File: src/rtl/faims_gen_p.sv
// FAIMS waveform generator with a multi-phase coil driver and double-buffered parameters.
// Parameter changes are held pending and only reach the generator between periods.
module faims_gen_p #(
  parameter int CW  = 16,
  parameter int SW  = 8,
  parameter int NPH = 2
) (
  input  logic           CLK,
  input  logic           i_resetN,
  input  logic           i_enable,
  input  logic           i_load,
  input  logic [CW-1:0]  i_period,
  input  logic [CW-1:0]  i_pulse,
  input  logic [CW-1:0]  i_work,
  input  logic [SW-1:0]  i_skips,
  input  logic           i_invert,
  output logic           o_faimsUp,
  output logic           o_faimsDown,
  output logic [NPH-1:0] o_coilU,
  output logic [NPH-1:0] o_coilD,
  output logic           o_periodStart,
  output logic           o_pending
);

  localparam int PW = (NPH > 1) ? $clog2(NPH) : 1;
  localparam logic [PW-1:0] LAST_PH = PW'(NPH - 1);

  typedef struct packed {
    logic [CW-1:0] period;
    logic [CW-1:0] pulse;
    logic [CW-1:0] work;
    logic [SW-1:0] skips;
    logic          invert;
  } paramSet_t;

  paramSet_t     pendSet_r, pendSet_s;
  paramSet_t     actSet_r, actSet_s;
  logic          pendFlag_r, pendFlag_s;
  logic          running_r, running_s;
  logic [CW-1:0] cnt_r, cnt_s;
  logic [SW-1:0] skipCnt_r, skipCnt_s;
  logic [PW-1:0] phase_r, phase_s;
  logic          wrap_s, apply_s;

  logic           faimsUp_s, faimsDown_s, periodStart_s, upRaw_s;
  logic [NPH-1:0] coilU_s, coilD_s;
  logic [CW:0]    cntW_s, workW_s, work2_s;

  // Next-state: parameter buffering, run control, period/skip/phase sequencing
  always_comb begin
    pendSet_s  = pendSet_r;
    pendFlag_s = pendFlag_r;
    actSet_s   = actSet_r;
    running_s  = running_r;
    cnt_s      = cnt_r;
    skipCnt_s  = skipCnt_r;
    phase_s    = phase_r;

    wrap_s  = running_r && (cnt_r == (actSet_r.period - CW'(1)));
    apply_s = pendFlag_r && (!running_r || wrap_s);

    if (apply_s) begin
      actSet_s = pendSet_r;
    end else begin
      actSet_s = actSet_r;
    end

    // A load on the apply edge replaces pending after the old set moved over
    if (i_load) begin
      pendSet_s  = '{period: i_period, pulse: i_pulse, work: i_work,
                     skips: i_skips, invert: i_invert};
      pendFlag_s = 1'b1;
    end else if (apply_s) begin
      pendFlag_s = 1'b0;
    end else begin
      pendFlag_s = pendFlag_r;
    end

    if (!i_enable || (actSet_s.period < CW'(2))) begin
      running_s = 1'b0;
      cnt_s     = '0;
      skipCnt_s = '0;
      phase_s   = '0;
    end else if (!running_r) begin
      running_s = 1'b1;
      cnt_s     = '0;
      skipCnt_s = '0;
      phase_s   = '0;
    end else if (wrap_s) begin
      cnt_s = '0;
      if (skipCnt_r >= actSet_r.skips) begin
        skipCnt_s = '0;
      end else begin
        skipCnt_s = skipCnt_r + SW'(1);
      end
      // Phase steps after each driving period, whatever follows it
      if (skipCnt_r == '0) begin
        phase_s = (phase_r == LAST_PH) ? '0 : phase_r + PW'(1);
      end else begin
        phase_s = phase_r;
      end
    end else begin
      cnt_s = cnt_r + CW'(1);
    end
  end

  // Output decode of the state being loaded this edge
  always_comb begin
    faimsUp_s     = 1'b0;
    faimsDown_s   = 1'b0;
    periodStart_s = 1'b0;
    coilU_s       = '0;
    coilD_s       = '0;
    upRaw_s       = (cnt_s < actSet_s.pulse);
    cntW_s        = {1'b0, cnt_s};
    workW_s       = {1'b0, actSet_s.work};
    work2_s       = {actSet_s.work, 1'b0};
    if (running_s) begin
      faimsUp_s     = upRaw_s ^ actSet_s.invert;
      faimsDown_s   = ~faimsUp_s;
      periodStart_s = (cnt_s == '0);
      if (skipCnt_s == '0) begin
        coilU_s[phase_s] = (cntW_s < workW_s);
        coilD_s[phase_s] = (cntW_s >= workW_s) && (cntW_s < work2_s);
      end else begin
        coilU_s = '0;
        coilD_s = '0;
      end
    end else begin
      faimsUp_s   = 1'b0;
      faimsDown_s = 1'b0;
    end
  end

  // State and registered outputs
  always_ff @(posedge CLK or negedge i_resetN) begin
    if (!i_resetN) begin
      pendSet_r     <= '0;
      actSet_r      <= '0;
      pendFlag_r    <= 1'b0;
      running_r     <= 1'b0;
      cnt_r         <= '0;
      skipCnt_r     <= '0;
      phase_r       <= '0;
      o_faimsUp     <= 1'b0;
      o_faimsDown   <= 1'b0;
      o_coilU       <= '0;
      o_coilD       <= '0;
      o_periodStart <= 1'b0;
      o_pending     <= 1'b0;
    end else begin
      pendSet_r     <= pendSet_s;
      actSet_r      <= actSet_s;
      pendFlag_r    <= pendFlag_s;
      running_r     <= running_s;
      cnt_r         <= cnt_s;
      skipCnt_r     <= skipCnt_s;
      phase_r       <= phase_s;
      o_faimsUp     <= faimsUp_s;
      o_faimsDown   <= faimsDown_s;
      o_coilU       <= coilU_s;
      o_coilD       <= coilD_s;
      o_periodStart <= periodStart_s;
      o_pending     <= pendFlag_s;
    end
  end

endmodule

File: config.mk
export PLATFORM = sky130hd
export DESIGN_NAME = faims_gen_p
export DESIGN_NICKNAME = d
export VERILOG_FILES = /design/src/rtl/faims_gen_p.sv
export SDC_FILE = /design/constraint.sdc
export NUM_CORES = 1
export LEC_CHECK = 0
export CORE_ASPECT_RATIO = 0.7
export CORE_MARGIN = 2
export CORE_UTILIZATION = 40
export CTS_BUF_LIST = sky130_fd_sc_hd__clkbuf_8 sky130_fd_sc_hd__clkbuf_16
export DETAILED_ROUTE_END_ITERATION = 8
export SETUP_SLACK_MARGIN = 0.3
export SLEW_MARGIN = 25
export SYNTH_ARGS = -nofsm -noshare
export SYNTH_HDL_FRONTEND = slang
export SYNTH_SLANG_ARGS = --single-unit
File: constraint.sdc
create_clock -name CLK -period 7.1 [get_ports CLK]
set_input_delay 1.42 -clock CLK [delete_from_list [all_inputs] [get_ports CLK]]
set_output_delay 1.42 -clock CLK [all_outputs]
set_load 0.05 [all_outputs]
==> results of run 1 <==
through the flow:
step | setup WS, ps | hold WS (ps) | utilization, %
final | 1150 | 499 | 48.2
after detailed placement | 1310 | 487 | 45.3
after CTS | 1220 | 506 | 48.2
after global placement | 1490 | 452 | 45.3
after floorplan | 2250 | 439 | -
after global routing | 753 | 527 | 48.2
kinds of logic after synthesis:
family                     share of synthesized area (%)
xor gates and xnor gates                            4.27
muxes                                               15.7
DFF                                                 46.2
and+or+nand+nor                                     12.9
buffers and inverters                               3.95
adders and majority gates                           8.91
AOI/OAI and AO/OA                                   8.02
worst max-delay path, stage by stage, from the launching register on:
cell and delay [ps]:
dfrtp_1 500, or4_4 630, nor4b_1 410, xnor2_1 190, o2111ai_1 250, o41ai_2 720
nand2_2 400, mux2i_1 390, ha_1 310, a21o_1 190, a21o_1 170, a21oi_1 150
nor2_1 50, a2111oi_0 880, o31ai_1 170, o2111ai_1 320, nor3_1 80
area by class of cell:
class	count	area [µm²]	share of cell area, %
Clock buffer	18	439	4.63
Clock inverter	14	130	1.37
Inverter	49	184	1.94
Multi-Input combinational cell	485	3990	42.0
Sequential cell	148	3700	39.0
Tap cell	270	338	3.56
Timing Repair Buffer	72	707	7.45
worst paths after layout:
| kind | startpoint | to | cells after the start |
|---|---|---|---|
| max | actSet_r[44] | o_coilD[1] | 16 |
| min | actSet_r[33] | actSet_r[33] | 2 |
| max reg2reg | actSet_r[44] | o_coilD[1] | 16 |
| min reg2reg | actSet_r[33] | actSet_r[33] | 2 |
| max in group asynchronous | i_resetN | pendSet_r[11] | 2 |
| min in group asynchronous | i_resetN | actSet_r[14] | 1 |
cells in the mapped netlist (5+ instances only):
library cell	count	area [µm²]
dfrtp_1	148	3700
xnor2_1	17	149
o211ai_1	6	45.0
a21o_1	15	113
nand4_1	9	56.3
nor2_1	42	158
inv_1	48	180
mux2i_1	32	320
nor3_1	16	80.1
o21ai_0	11	55.1
nand2b_1	5	31.3
a211oi_1	6	45.0
nand2_1	32	120
nor4_1	10	62.6
a21oi_1	15	75.1
mux2_2	82	923
ha_1	57	713
nand3_1	18	90.1
clkbuf_1	14	52.6
a31oi_1	5	31.3
or4_1	5	37.5
and3_1	9	56.3
xor2_1	22	193
nor2b_1	8	50.1
power groups by stage:
stage	Combinational [µW]	Sequential [µW]	Clock (µW)
after floorplan	368	1050	0
after global placement	501	1080	0
after detailed placement	511	1090	0
after CTS	518	1070	897
after global routing	574	1090	935
final	513	1070	876
layer usage:
layer,part of all wire (%),vias up,GRT usage (%)
li1,-,2685,-
met1,53,2758,27.5
met2,41,148,25.8
met3,5.1,19,4.62
met4,1.2,0,5.30
met5,0,-,0
flip-flops by register name, indices dropped and copies added (netlist names), 2 cells and up:
| signal | cells |
|---|---|
| o_coilD | 2 |
| actSet_r | 57 |
| o_coilU | 2 |
| pendSet_r | 57 |
| skipCnt_r | 8 |
| cnt_r | 16 |
==> flow_summary.json, run 1 <==
{
  "ys_types": 67,
  "drv_cap": 0,
  "period_share_pct": 83.8,
  "finalHoldViolCount": 0,
  "critPathLaunchType": "flop",
  "clkPwrFrac_pct": 35.6,
  "start_util_pct": 40.7,
  "cts-hold-fix-buffers": 0,
  "clock_path_buffers": 2,
  "totalPowerFinal_uw": 2460,
  "p_leak_uw": 0.00440,
  "path_clk_slew_ps": 70,
  "irDropWorstVdd_uv": 160,
  "grt_usage_pct": 18.3,
  "antenna_left": 0,
  "final_cell_area_mm2": 0.00949,
  "seq_area_frac_synth_pct": 46.3,
  "grt_max_degree": 93,
  "grt_setup_unrepaired": "false",
  "final_cells": 1056,
  "insertion_delay_ps": 440,
  "worstMarginPinSlew_ps": 1010,
  "cts_max_level": 4,
  "fillers": 1775,
  "end_kind": "flop",
  "cts_resized": 0,
  "worstPathRequired_ps": 7410,
  "power_density_mw_per_mm2": 259,
  "postSynth.asyncResetShare_pct": 100,
  "synth_edf_count": 0,
  "finalCriticalPeriod_ps": 5950,
  "drv_slew": 0,
  "clkSinkCount": 148,
  "io_pins": 69,
  "ff2ff_setup_slack_ps": 1150,
  "layout-drive-gt1-share_pct": 17.6,
  "cp_data_arrival_time_ps": 6260,
  "antenna_found_initial": 0,
  "fin_worst_skew_ps": 9.34,
  "drt_iter0_drc": 387,
  "syn_area_mm2": 0.00801,
  "grt_pass1_wl_um": 29900,
  "gp_congestion": 0.888,
  "dp_cells": 1024,
  "power_frac_comb_pct": 20.8,
  "io_buffers": 68,
  "synthFlopType": "dfrtp_1",
  "ys_warn_count": 0,
  "wl_per_cell_um": 17.3,
  "avgViaCountPerCell": 5.31,
  "final_common_cell": "dfrtp_1",
  "placed_cell_area_mm2": 0.00892,
  "switching_share_pct": 31.7,
  "rows": 43,
  "critPathMaxFanout": 12,
  "slew_headroom_pct": 30.6,
  "syn_nets": 827,
  "p_switching_uw": 780,
  "drt_pass1_iterations": 5,
  "cts_tree": "yes",
  "drt_wl_total_um": 18300,
  "max_freq_mhz": 168,
  "hp-class": "reg -> reg",
  "synth_cells": 709,
  "vias": 5610,
  "finalSetupTns_ps": 0,
  "post_cts_buffers": 0,
  "setup_violations": 0,
  "fin_nets": 891,
  "ys_ff_latch": 148,
  "power_frac_seq_pct": 43.6,
  "diodes": 0,
  "grt_pass1_vias": 5540,
  "place_hpwl_um": 13100,
  "path_class": "reg -> reg",
  "status": "finished clean",
  "grt_overflow_total": 0,
  "syn_avg_cell_area_um2": 11.3,
  "areaGrowthSynthToFinish_pct": 18.5,
  "die_area_mm2": 0.0212,
  "core_mm2": 0.0197,
  "die_y_um": 122,
  "dieWidth_um": 173,
  "final_cell_mix": "dfrtp_1, mux2_2, clkdlybuf4s50_1, ha_1, inv_1",
  "cts-root-buf": "clkbuf_16",
  "cts_buffers": 17,
  "internal-power_uw": 1680,
  "drc_errors": 0
}
Power figures use the tool's default switching activity.
==> run 2: changes to the inputs <==
clock period = 5.51 ns   (was 7.1 ns; I/O delays follow)
==> run 2 against run 1 <==
Compared with the run above: hold slack lost 9.1 ps; sequential share of layout area decreased by 0.90 points; global-route usage increased by 0.58 points; via count increased by 1.2%; non-clock buffer count increased by 12; worst setup slack worse by 540 ps; wire length rose by 2.6%; cell count grew 1.1%; combinational power is 38% higher; utilization up 1.1 points; critical path type unchanged.
==> flow_summary.json, run 2 (synthesis results as in run 1) <==
{
  "utilization_pct": 49.3,
  "grt_usage_pct": 18.9,
  "place_hpwl_um": 13900,
  "multi_input_area_mm2": 0.00408,
  "rows": 43,
  "setup_violations": 0,
  "cts_buffers": 17,
  "die_area_mm2": 0.0212,
  "grt_overflow_total": 0,
  "end_kind": "flop",
  "cpPeakStageDelay_ps": 530,
  "grt_max_degree": 69,
  "p_switching_uw": 962,
  "placed_cell_area_mm2": 0.00898,
  "endpoint": "o_coilD[1]",
  "regToRegEndpoint": "o_coilD[1]",
  "clock_path_buffers": 2,
  "dieWidth_um": 173,
  "period_share_pct": 88.8,
  "layout-drive-gt1-share_pct": 20.2,
  "insertion_delay_ps": 430,
  "crit_top_cell": "nor3_1",
  "grt_pass1_wl_um": 31000,
  "drt_iter0_drc": 416,
  "wl_per_cell_um": 17.5,
  "fin_worst_skew_ps": 10.8,
  "power_frac_comb_pct": 21.7,
  "fin_nets": 903,
  "switching_share_pct": 29.5,
  "clkPwrFrac_pct": 35.9,
  "irDropWorstVdd_uv": 220,
  "crit_chain": "inv_1 -> ha_1 -> or4b_1 -> nor3_1 -> xnor2_1 -> o2111ai_2 -> o41ai_2 -> buf_4 -> nand2_4 -> buf_12 -> mux2i_4 -> ha_1 -> a211o_1 -> o22ai_1 -> nor2_1 -> a211oi_2 -> nor3_1 -> o311ai_1 -> o2111ai_2 -> nor3_1",
  "drv_cap": 0,
  "drc_errors": 0,
  "critPathLaunchType": "flop",
  "io_buffers": 68,
  "fillers": 1816,
  "power_density_mw_per_mm2": 336,
  "crit_family": "compound AO/OA/AOI/OAI gates",
  "areaGrowthSynthToFinish_pct": 21.3,
  "io_pins": 69,
  "diodes": 0,
  "antenna_left": 0,
  "drt_wl_total_um": 18700,
  "crit_path_start": "actSet_r[41]",
  "worstMarginPinSlew_ps": 778,
  "hold_slack_ps": 490,
  "worstReg2RegStart": "actSet_r[41]",
  "largestRegisters": "actSet_r (57), pendSet_r (57), cnt_r (16)",
  "ff2ff_setup_slack_ps": 620,
  "status": "finished clean",
  "vias": 5675,
  "final_cell_mix": "dfrtp_1, mux2_2, clkdlybuf4s50_1, ha_1, inv_1",
  "p_leak_uw": 0.00447,
  "cts-hold-fix-buffers": 0,
  "register_area_mm2": 0.00370,
  "core_mm2": 0.0197,
  "internal-power_uw": 2300,
  "power_frac_seq_pct": 42.4,
  "avgViaCountPerCell": 5.31,
  "clkSinkCount": 148,
  "rr_worst_depth": 20,
  "totalPowerFinal_uw": 3260,
  "cp_data_arrival_time_ps": 5220,
  "die_y_um": 122,
  "cts_max_level": 4,
  "cp_slowest_cell": "or4b_1",
  "cp.depth": 20,
  "start_util_pct": 40.7,
  "path_class": "reg -> reg",
  "drv_slew": 0,
  "gp_congestion": 0.896,
  "antenna_found_initial": 0,
  "grt_setup_unrepaired": "false",
  "critPathMaxFanout": 20,
  "finalCriticalPeriod_ps": 4890,
  "slew_headroom_pct": 48.2,
  "worstPathRequired_ps": 5840,
  "final_cell_area_mm2": 0.00972,
  "hp-class": "reg -> reg",
  "drt_pass1_iterations": 7,
  "max_freq_mhz": 204,
  "cts_tree": "yes",
  "path_clk_slew_ps": 60,
  "crit_buf_inv": 3,
  "grt_pass1_vias": 5837,
  "finalSetupTns_ps": 0,
  "final_common_cell": "dfrtp_1",
  "finalHoldViolCount": 0,
  "cts-root-buf": "clkbuf_16"
}
[run 2: cell types whose count changed in the layout (fill, tap and decap cells not counted), sizes merged]
cell | previous run | this run
clkinv | 3 | 6
inv | 60 | 50
clkinvlp | 0 | 2
bufinv | 0 | 2
clkbuf | 18 | 21
buf | 6 | 18
[run 2: power groups by stage]
stage	Clock [µW]	Combinational (µW)	Sequential (µW)
2_1_floorplan	0	475	1360
3_3_place_gp	0	667	1390
3_5_place_dp	0	686	1400
4_1_cts	1200	695	1380
5_1_grt	1250	792	1410
6_report	1170	708	1380
[run 2: final cells by class]
class                           instances  share of cell area, %
Clock buffer                           21                   4.95
Clock inverter                         11                   1.29
Inverter                               49                   1.89
Multi-Input combinational cell        485                   41.9
Sequential cell                       148                   38.1
Tap cell                              270                   3.48
Timing Repair Buffer                   84                   8.33
[run 2: worst register-to-register path, stage by stage, from the launching register on]
cell and delay [ps]:
dfrtp_1 420, inv_1 70, ha_1 200, or4b_1 530, nor3_1 250, xnor2_1 170, o2111ai_2 230, o41ai_2 370
buf_4 170, nand2_4 150, buf_12 250, mux2i_4 220, ha_1 320, a211o_1 340, o22ai_1 200, nor2_1 80
a211oi_2 210, nor3_1 90, o311ai_1 120, o2111ai_2 200, nor3_1 200
[run 2: routing by layer]
metal  vias to the layer above  wire length (µm)  track usage, %
met2                       163              7920            27.8
met5                         -                 0               0
met1                      2784              9440            27.3
met4                         0               226            5.56
li1                       2704                 -               -
met3                        24              1150            4.96
[run 2: how the worst min path moves through the flow]
stage	from	end	slack [ps]	cells after the start
floorplan	actSet_r[25]	actSet_r[25]	440	2
global placement	actSet_r[30]	actSet_r[30]	480	2
detailed placement	actSet_r[25]	actSet_r[25]	480	2
CTS	actSet_r[25]	actSet_r[25]	490	2
global route	actSet_r[30]	actSet_r[30]	520	2
finish	actSet_r[30]	actSet_r[30]	490	2
[run 2: repair_timing]
action	4_1_cts	5_1_grt
endpoints found under the setup margin	2	6
buffers inserted	1	3
resized for setup	3	15
pin swaps	1	1
[run 2: stage by stage]
step	worst slack [ps]	instances
after floorplan	655	709
after global placement	395	1032
after detailed placement	155	1032
after CTS	306	1065
after global routing	300	1068
final	616	1068
==> run 3: changes to the inputs <==
HOLD_SLACK_MARGIN = 0.08   (was default)
==> results of run 3 <==
Final layout, timing and power as in run 2 (identical DEF).
